[config.mk]
export PLATFORM = sky130hd
export DESIGN_NAME = program_counter_flat
export DESIGN_NICKNAME = d
export VERILOG_FILES = /design/src/rtl/program_counter_pkg.sv /design/src/rtl/program_counter_if.sv /design/src/rtl/program_counter_return_stack.sv /design/src/rtl/program_counter.sv /design/src/flat_wrapper.sv
export SDC_FILE = /design/constraint.sdc
export NUM_CORES = 1
export LEC_CHECK = 0
export CAP_MARGIN = 20
export CORE_MARGIN = 8
export CORE_UTILIZATION = 37
export CTS_BUF_LIST = sky130_fd_sc_hd__clkbuf_2
export CTS_CLUSTER_DIAMETER = 50
export DETAILED_ROUTE_END_ITERATION = 8
export PLACE_DENSITY = 0.79
export SLEW_MARGIN = 0
export SYNTH_ARGS = -nofsm -noshare
export SYNTH_HDL_FRONTEND = slang
export SYNTH_HIERARCHICAL = 1
export SYNTH_SLANG_ARGS = --single-unit
[constraint.sdc]
create_clock -name CLK -period 1.2 [get_ports CLK]
set_input_delay 0.24 -clock CLK [delete_from_list [all_inputs] [get_ports CLK]]
set_output_delay 0.24 -clock CLK [all_outputs]
set_load 0.05 [all_outputs]
[src/rtl/program_counter_pkg.sv]
// Shared CPU definitions used by the program counter and the jump-condition unit.
// Holds the address width default, the reset vector, the return-stack depth
// default, the jump-code encodings and a helper that sizes the stack pointer.
package program_counter_pkg;

    localparam int unsigned ADDR_W_DEF      = 8;
    localparam int unsigned STACK_DEPTH_DEF = 4;
    localparam int unsigned RESET_VEC       = 0;

    // Jump codes decoded by the jump-condition unit into CE_PC
    typedef enum logic [2:0] {
        JMP_NONE   = 3'd0,
        JMP_ALWAYS = 3'd1,
        JMP_ZERO   = 3'd2,
        JMP_NZERO  = 3'd3,
        JMP_CALL   = 3'd4,
        JMP_RET    = 3'd5
    } jump_code_e;

    // Stack pointer width: must represent 0..depth inclusive
    function automatic int unsigned sp_width(input int unsigned depth);
        return $clog2(depth + 1);
    endfunction

endpackage

[src/rtl/program_counter_if.sv]
// Request/status bundle between the core sequencer and the program counter.
// master: drives EN, CE_PC, JMP_ADDR, CALL, RET; observes PC, SP, STACK_ERR.
// slave : the program counter itself.
interface program_counter_if
    import program_counter_pkg::*;
#(
    parameter int unsigned ADDR_W = ADDR_W_DEF,
    parameter int unsigned SP_W   = 3
) ();

    logic              EN;
    logic              CE_PC;
    logic [ADDR_W-1:0] JMP_ADDR;
    logic              CALL;
    logic              RET;
    logic [ADDR_W-1:0] PC;
    logic [SP_W-1:0]   SP;
    logic              STACK_ERR;

    modport master (
        output EN, CE_PC, JMP_ADDR, CALL, RET,
        input  PC, SP, STACK_ERR
    );

    modport slave (
        input  EN, CE_PC, JMP_ADDR, CALL, RET,
        output PC, SP, STACK_ERR
    );

endinterface

[src/rtl/program_counter_return_stack.sv]
// return_stack: LIFO of return addresses with saturating stack pointer.
// Ports: CLK, RST (async, active-high), PUSH, POP, DIN, DOUT (top entry,
// 0 when empty), SP (valid entries), FULL, EMPTY.
// PUSH while FULL and POP while EMPTY are ignored; the caller flags misuse.
module return_stack
    import program_counter_pkg::*;
#(
    parameter int unsigned DEPTH = STACK_DEPTH_DEF,
    parameter int unsigned W     = ADDR_W_DEF
) (
    input  logic                       CLK,
    input  logic                       RST,
    input  logic                       PUSH,
    input  logic                       POP,
    input  logic [W-1:0]               DIN,
    output logic [W-1:0]               DOUT,
    output logic [sp_width(DEPTH)-1:0] SP,
    output logic                       FULL,
    output logic                       EMPTY
);

    localparam int unsigned SP_W  = sp_width(DEPTH);
    localparam int unsigned IDX_W = (DEPTH > 1) ? $clog2(DEPTH) : 1;

    logic [W-1:0]    mem [DEPTH];
    logic [SP_W-1:0] sp_q;

    assign FULL  = (sp_q == SP_W'(DEPTH));
    assign EMPTY = (sp_q == '0);
    assign SP    = sp_q;
    assign DOUT  = EMPTY ? '0 : mem[IDX_W'(sp_q - SP_W'(1))];

    // Push takes precedence; the caller never asserts both
    always_ff @(posedge CLK or posedge RST) begin
        if (RST) begin
            sp_q <= '0;
            for (int i = 0; i < int'(DEPTH); i++) begin
                mem[i] <= '0;
            end
        end else if (PUSH && !FULL) begin
            mem[IDX_W'(sp_q)] <= DIN;
            sp_q              <= sp_q + SP_W'(1);
        end else if (POP && !EMPTY) begin
            sp_q <= sp_q - SP_W'(1);
        end
    end

endmodule

[src/rtl/program_counter.sv]
// program_counter: instruction address register with jump load and an
// optional CALL/RET return-address stack.
// Ports: CLK, RST (async, active-high), bus (program_counter_if.slave):
//   EN step enable, CE_PC jump load, JMP_ADDR target, CALL, RET requests,
//   PC current address, SP stack occupancy, STACK_ERR sticky misuse flag.
// Build option: define PC_STACK_EN to include the return stack; without it
// CALL/RET are ignored and SP/STACK_ERR read 0.
module program_counter
    import program_counter_pkg::*;
#(
    parameter int unsigned ADDR_W      = ADDR_W_DEF,
    parameter int unsigned STACK_DEPTH = STACK_DEPTH_DEF,
    parameter int unsigned RESET_ADDR  = RESET_VEC
) (
    input  logic              CLK,
    input  logic              RST,
    program_counter_if.slave  bus
);

    localparam int unsigned SP_W = sp_width(STACK_DEPTH);

    logic [ADDR_W-1:0] pc_q;
    logic [ADDR_W-1:0] pc_d;
    logic [ADDR_W-1:0] pc_inc;

    assign pc_inc = pc_q + ADDR_W'(1);
    assign bus.PC = pc_q;

`ifdef PC_STACK_EN
    logic              err_q;
    logic              err_d;
    logic              push_c;
    logic              pop_c;
    logic [ADDR_W-1:0] top_c;
    logic [SP_W-1:0]   sp_c;
    logic              full_c;
    logic              empty_c;

    return_stack #(
        .DEPTH (STACK_DEPTH),
        .W     (ADDR_W)
    ) u_stack (
        .CLK   (CLK),
        .RST   (RST),
        .PUSH  (push_c),
        .POP   (pop_c),
        .DIN   (pc_inc),
        .DOUT  (top_c),
        .SP    (sp_c),
        .FULL  (full_c),
        .EMPTY (empty_c)
    );

    assign bus.SP        = sp_c;
    assign bus.STACK_ERR = err_q;

    // Priority: illegal CALL&RET, RET, CALL, CE_PC, increment
    always_comb begin
        pc_d   = pc_q;
        err_d  = err_q;
        push_c = 1'b0;
        pop_c  = 1'b0;
        if (bus.EN) begin
            if (bus.CALL && bus.RET) begin
                pc_d  = pc_inc;
                err_d = 1'b1;
            end else if (bus.RET) begin
                if (!empty_c) begin
                    pc_d  = top_c;
                    pop_c = 1'b1;
                end else begin
                    pc_d  = pc_inc;
                    err_d = 1'b1;
                end
            end else if (bus.CALL) begin
                if (!full_c) begin
                    pc_d   = bus.JMP_ADDR;
                    push_c = 1'b1;
                end else begin
                    pc_d  = pc_inc;
                    err_d = 1'b1;
                end
            end else if (bus.CE_PC) begin
                pc_d = bus.JMP_ADDR;
            end else begin
                pc_d = pc_inc;
            end
        end
    end

    // Sticky error, cleared only by reset
    always_ff @(posedge CLK or posedge RST) begin
        if (RST) begin
            err_q <= 1'b0;
        end else begin
            err_q <= err_d;
        end
    end
`else
    logic unused_req;

    assign unused_req    = bus.CALL ^ bus.RET;
    assign bus.SP        = SP_W'(0);
    assign bus.STACK_ERR = 1'b0;

    // Jump load, else increment
    always_comb begin
        pc_d = pc_q;
        if (bus.EN) begin
            pc_d = bus.CE_PC ? bus.JMP_ADDR : pc_inc;
        end
    end
`endif

    // PC register
    always_ff @(posedge CLK or posedge RST) begin
        if (RST) begin
            pc_q <= ADDR_W'(RESET_ADDR);
        end else begin
            pc_q <= pc_d;
        end
    end

endmodule
[src/flat_wrapper.sv]
// flat-port wrapper written by rule: the top's interface ports become plain ports
module program_counter_flat import program_counter_pkg::*;
#(
    parameter int unsigned ADDR_W      = ADDR_W_DEF,
    parameter int unsigned STACK_DEPTH = STACK_DEPTH_DEF,
    parameter int unsigned RESET_ADDR  = RESET_VEC
)
  (CLK, RST, bus_EN, bus_CE_PC, bus_JMP_ADDR, bus_CALL, bus_RET, bus_PC, bus_SP, bus_STACK_ERR);
  program_counter_if #(.ADDR_W(ADDR_W)) bus_i ();
  input  logic CLK;
  input  logic RST;
  input wire logic [$bits(bus_i.EN)-1:0] bus_EN;
  input wire logic [$bits(bus_i.CE_PC)-1:0] bus_CE_PC;
  input wire logic [$bits(bus_i.JMP_ADDR)-1:0] bus_JMP_ADDR;
  input wire logic [$bits(bus_i.CALL)-1:0] bus_CALL;
  input wire logic [$bits(bus_i.RET)-1:0] bus_RET;
  output wire logic [$bits(bus_i.PC)-1:0] bus_PC;
  output wire logic [$bits(bus_i.SP)-1:0] bus_SP;
  output wire logic [$bits(bus_i.STACK_ERR)-1:0] bus_STACK_ERR;
  assign bus_i.EN = bus_EN;
  assign bus_i.CE_PC = bus_CE_PC;
  assign bus_i.JMP_ADDR = bus_JMP_ADDR;
  assign bus_i.CALL = bus_CALL;
  assign bus_i.RET = bus_RET;
  assign bus_PC = bus_i.PC;
  assign bus_SP = bus_i.SP;
  assign bus_STACK_ERR = bus_i.STACK_ERR;
  program_counter #(.ADDR_W(ADDR_W), .STACK_DEPTH(STACK_DEPTH), .RESET_ADDR(RESET_ADDR)) u_core (.CLK(CLK), .RST(RST), .bus(bus_i));
endmodule
==> run_results.csv, run 1 <==
group,metric,value,unit
critical_path,slowest_stage,"or4_1",
synth,synth_fa_ha_area_frac,0.0227,
final_layout,synthToLayoutAreaGrowth,76.4,%
drt,drt_iter0_drc,12,
cts,cts_tree,"built",
floorplan,die_w,54.6,um
critical_path,worstPathMaxFanout,3,
cts,cts_buffers,3,
cts,cts_hold_buf,0,
timing,postLayoutSetupSlackWorst,-40.1,ps
synth,yosys_warnings,6,
final_layout,nNetsFinal,110,
floorplan,io_pins,26,
synth,synth_edf_count,0,
synth,syn_area,551,um2
global_route,grt_pass1_vias,592,
global_route,grt_max_degree,18,
timing,finalSetupViolCount,4,
synth,syn_avg_cell_area,8.74,um2
critical_path,cp-start-kind,"register",
place,place_area,901,um2
synth,synth_top_family_by_area,"simple AND/OR/NAND/NOR gates",
cts,path_clk_slew,100,ps
critical_path,worstSetupEndpointType,"register",
cts,cts_max_level,1,
critical_path,worstReg2RegStart,"u_core/bus.PC[1]",
floorplan,die-area,2980,um2
synth,synth-async-reset-ratio,1.00,
global_route,grt-ovfl-total,0,
run_status,violations,"negative setup slack",
final_layout,drive_above_1_share,0.415,
synth,synth_simple_gate_area_frac,0.273,
synth,synth-compound-area-share,0.198,
cts,root_buffer,"clkbuf_2",
global_route,gr-usage-all-layers,0.109,
final_layout,largest_register_ffs,8,
synth,synthTopCellsByCount,"dfrtp_1 (8), a21oi_1 (6), nor2b_1 (6)",
synth,synth_top_cell_by_area,"dfrtp_1",
cts,clock-sinks,8,
timing,whs,241,ps
timing,max_freq,806,MHz
synth,ys_seq_elements,8,
drt,wl_per_cell,14.3,um
cts,clock_latency,240,ps
floorplan,start_util,0.379,
place,dp_hpwl,1130,um
critical_path,critical_path_required,1380,ps
timing,final.setup_skew,9.94,ps
critical_path,crit_type,"register to register",
synth,synth_mux_area_frac,0.0364,
drt,vias,589,
timing,period_needed,1240,ps
cts,clk_path_buf_depth,2,
critical_path,slowest_delay,460,ps
place,place_congestion,0.803,
synth,seq_area_frac_synth,0.364,
drt,drtPass1Iterations,4,
place,io_buffers,19,
critical_path,critical_path_arrival,1420,ps
timing,slew_viol_final,0,
floorplan,design.core.area,1450,um2
drt,vias_per_cell,5.35,
timing,rsz0062_at_grt,"true",
drt,wirelength,1570,um
final_layout,nFillCells,115,
run_status,status,"complete, but fails checks",
power,power_density,1430,nW/um2
final_layout,finalInstanceArea,971,um2
power,ir_worst_vdd,0.785,mV
synth,postSynthCellCount,63,
synth,synth_ff_type,"dfrtp_1",
synth,synth_top_area_share,0.364,
global_route,antenna_found_initial,0,
timing,hold_viol_final,0,
drt,drcViolationCount,0,
synth,yosysMostFrequentCell,"dfrtp_1",
final_layout,antennaDiodeCount,0,
synth,synthTopCellsByArea,"dfrtp_1 (36%), nor2b_1 (6.8%), a21oi_1 (5.5%)",
power,leakage,0.420,nW
global_route,grt_pass1_wl,2460,um
run,maxCapViolations,0,
critical_path,crit_path_start,"u_core/bus.PC[1]",
floorplan,dieHeight,54.6,um
timing,fin_tns_setup,-88.8,ps
drt,final_antenna_net_count,0,
synth,ys_types,25,
critical_path,crit_chain,"ha_4 -> nand2_2 -> or4_1 -> nand3_1",
hold_path,worstHoldPathType,"input pin to async pin",
timing,finalCritPeriodShare,1.03,
floorplan,rows,14,
synth,yosys.area_share.xor_xnor,0,
-- cells by family after synthesis --
family | after synthesis
mux | 2
compound gates | 18
simple gates | 25
flops | 8
buf+inv | 8
fa+ha+maj | 1
other cells | 1
-- per-stage QoR --
step           setup slack (ps)  power [mW]  utilization  instances
2_1_floorplan              -205       0.758            -         66
3_3_place_gp               -277        1.12        0.620        104
3_5_place_dp               -293        1.14        0.620        104
4_1_cts                   -40.9        1.34        0.639        109
5_1_grt                   -62.1        1.45        0.668        110
6_report                  -40.1        1.39        0.668        110
-- final timing paths --
path                               endpoint  slack, ps  depth (start not counted)
max reg2reg                u_core/bus.PC[6]        -40                          4
max in group asynchronous  u_core/bus.PC[0]        680                          2
min in group CLK           u_core/bus.PC[5]        520                          4
min reg2reg                u_core/bus.PC[7]        590                          2
min                        u_core/bus.PC[1]        240                          2
max                        u_core/bus.PC[6]        -40                          4
-- routing by layer --
layer  GRT usage  part of all wire
met5           0                 0
met4      0.0369                 0
met3      0.0299             0.079
met2       0.189              0.49
met1       0.124              0.43
-- cells in the final DEF (no fill, tap or decap), types with 2 or more instances in the layout --
cell type / Yosys / routed
clkdlybuf4s50_1: 0 / 9
buf_12: 0 / 8
buf_4: 4 / 8
a21oi_1: 6 / 6
nor2b_1: 6 / 6
dfrtp_2: 0 / 6
clkbuf_2: 0 / 4
buf_6: 1 / 4
nor2_1: 4 / 4
nand3_1: 4 / 4
conb_1: 1 / 4
o21ai_0: 4 / 3
a31oi_1: 3 / 3
dlygate4sd2_1: 0 / 2
mux2i_1: 2 / 2
or4_1: 3 / 2
dfrtp_1: 8 / 2
-- area by class of cell --
type                       count  area, um2  share of cell area
tap                           16       20.0              0.0206
timing repair buffer          31        373               0.384
inverter                       1       3.75             0.00387
multi-input combinational     50        347               0.357
clock buffer                   4       20.0              0.0206
sequential                     8        208               0.214
-- power breakdown --
| part | switching [mW] | total (mW) | internal (mW) | leakage (nW) |
|---|---|---|---|---|
| Sequential | 0.0765 | 0.401 | 0.325 | 0.0861 |
| Combinational | 0.390 | 0.792 | 0.402 | 0.317 |
| Clock | 0.108 | 0.196 | 0.0886 | 0.0166 |
| Total | 0.574 | 1.39 | 0.816 | 0.420 |
-- critical path: cells and delay by family, from the launching register on --
family	cells	cell delay, ps
DFF	1	420
adders and majority gates	1	160
and+or+nand+nor	3	590
-- timing repair --
| item | in CTS | in global routing |
|---|---|---|
| gates resized for setup | 3 | 8 |
| buffers inserted | 2 | 1 |
| pin swaps | 2 | 1 |
| endpoints found under the setup margin | 7 | 8 |
Note: power is estimated with default switching activity, not from simulation.
==> run 2, diff against run 1 <==
Settings changed: SKIP_CTS_REPAIR_TIMING from default to 1.
==> run_results.csv, run 2 (synthesized netlist as in run 1, its figures left out) <==
group,metric,value,unit
power,power_density,1430,nW/um2
final_layout,largest_register_ffs,8,
drt,final_antenna_net_count,0,
global_route,grt_max_degree,18,
place,dp_hpwl,1130,um
drt,wirelength,1530,um
run_status,status,"complete, but fails checks",
floorplan,io_pins,26,
timing,slew_viol_final,0,
critical_path,cp-start-kind,"register",
final_layout,finalInstanceArea,961,um2
drt,vias_per_cell,5.29,
drt,drt_iter0_drc,8,
final_layout,nNetsFinal,109,
critical_path,r2r_setup_slack,-30,ps
final_layout,seqCellArea,208,um2
floorplan,dieHeight,54.6,um
cts,cts_max_level,1,
final_layout,final_cell_mix,"clkdlybuf4s50_1 (9), buf_12 (8)",
timing,max_freq,810,MHz
floorplan,rows,14,
global_route,grt_pass1_wl,2400,um
cts,path_clk_slew,100,ps
power,ir_worst_vdd,0.854,mV
timing,finalSetupViolCount,4,
drt,drtPass1Iterations,4,
critical_path,reg2reg_to,"u_core/bus.PC[6]",
timing,rsz0062_at_grt,"true",
cts,cts_buffers,3,
critical_path,crit_type,"register to register",
final_layout,nFillCells,109,
power,leakage,0.429,nW
critical_path,worstSetupEndpointType,"register",
critical_path,critical_path_required,1380,ps
critical_path,critical_path_arrival,1410,ps
final_layout,drive_above_1_share,0.387,
global_route,grt_pass1_vias,580,
timing,period_needed,1230,ps
cts,cts_tree,"built",
floorplan,start_util,0.379,
cts,clock-sinks,8,
timing,postLayoutSetupSlackWorst,-34.9,ps
place,place_congestion,0.803,
critical_path,crit_family,"simple AND/OR/NAND/NOR gates",
critical_path,r2r_cells,4,
critical_path,worstReg2RegStart,"u_core/bus.PC[0]",
hold_path,worstHoldPathType,"input pin to async pin",
final_layout,synthToLayoutAreaGrowth,74.5,%
critical_path,slowest_delay,460,ps
place,place_area,901,um2
timing,whs,240,ps
global_route,grt-ovfl-total,0,
final_layout,mostFrequentLayoutCell,"clkdlybuf4s50_1",
timing,finalCritPeriodShare,1.03,
floorplan,design.core.area,1450,um2
place,io_buffers,19,
run_status,violations,"negative setup slack",
timing,final.setup_skew,6.69,ps
critical_path,crit_chain,"ha_4 -> nand2_2 -> or4_1 -> nand3_1",
global_route,gr-usage-all-layers,0.106,
cts,clk_path_buf_depth,2,
critical_path,worstPathMaxFanout,4,
critical_path,slowest_stage,"or4_1",
floorplan,die-area,2980,um2
final_layout,antennaDiodeCount,0,
timing,hold_viol_final,0,
floorplan,die_w,54.6,um
drt,drcViolationCount,0,
global_route,antenna_found_initial,0,
power,finalPower,1.37,mW
drt,wl_per_cell,14.0,um
cts,root_buffer,"clkbuf_2",
run,maxCapViolations,0,
drt,vias,577,
critical_path,critPathBufInv,0,
cts,clock_latency,240,ps
final_layout,multi_input_area,329,um2
## run 2: cell types whose count changed in the layout (fill, tap and decap cells not counted), sizes merged
cell | previous run | this run
dlygate4sd2 | 2 | 0
dlymetal6s2s | 0 | 2
buf | 20 | 19
## run 2: worst max-delay path by stage
stage	startpoint	to	slack, ps	cells past startpoint
after CTS	u_core/bus.PC[3]	bus_PC[3]	-50	2
after detailed placement	bus_EN	u_core/bus.PC[7]	-290	4
after global placement	bus_EN	u_core/bus.PC[7]	-280	4
after global routing	u_core/bus.PC[1]	u_core/bus.PC[6]	-70	4
final	u_core/bus.PC[0]	u_core/bus.PC[6]	-30	4
after floorplan	u_core/bus.PC[0]	u_core/bus.PC[6]	-200	4
## run 2: cell type report
type / count / area share
inverter: 1 / 0.00391
clock buffer: 4 / 0.0208
sequential: 8 / 0.216
tap: 16 / 0.0208
multi-input combinational: 50 / 0.342
timing repair buffer: 30 / 0.396
## run 2: metal layers
| metal | up-vias | GRT usage | wire length [um] |
|---|---|---|---|
| met5 | - | 0 | 0 |
| met4 | 0 | 0.0369 | 0 |
| met3 | 0 | 0.0326 | 168 |
| met2 | 31 | 0.179 | 735 |
| met1 | 268 | 0.123 | 626 |
| li1 | 278 | - | - |
## run 2: per-stage QoR
stage	instances	utilization	setup TNS (ps)	setup slack (ps)
5_1_grt	109	0.661	-299	-69.1
4_1_cts	108	0.633	-235	-45.2
3_5_place_dp	104	0.620	-1740	-293
6_report	109	0.661	-80.2	-34.9
3_3_place_gp	104	0.620	-1670	-277
2_1_floorplan	66	-	-376	-205
## run 2: where the power goes
group          switching [mW]  leakage (nW)  total, mW  internal, mW
logic                   0.381         0.326      0.779         0.398
registers              0.0738        0.0861      0.399         0.325
clock network           0.107        0.0166      0.196        0.0886
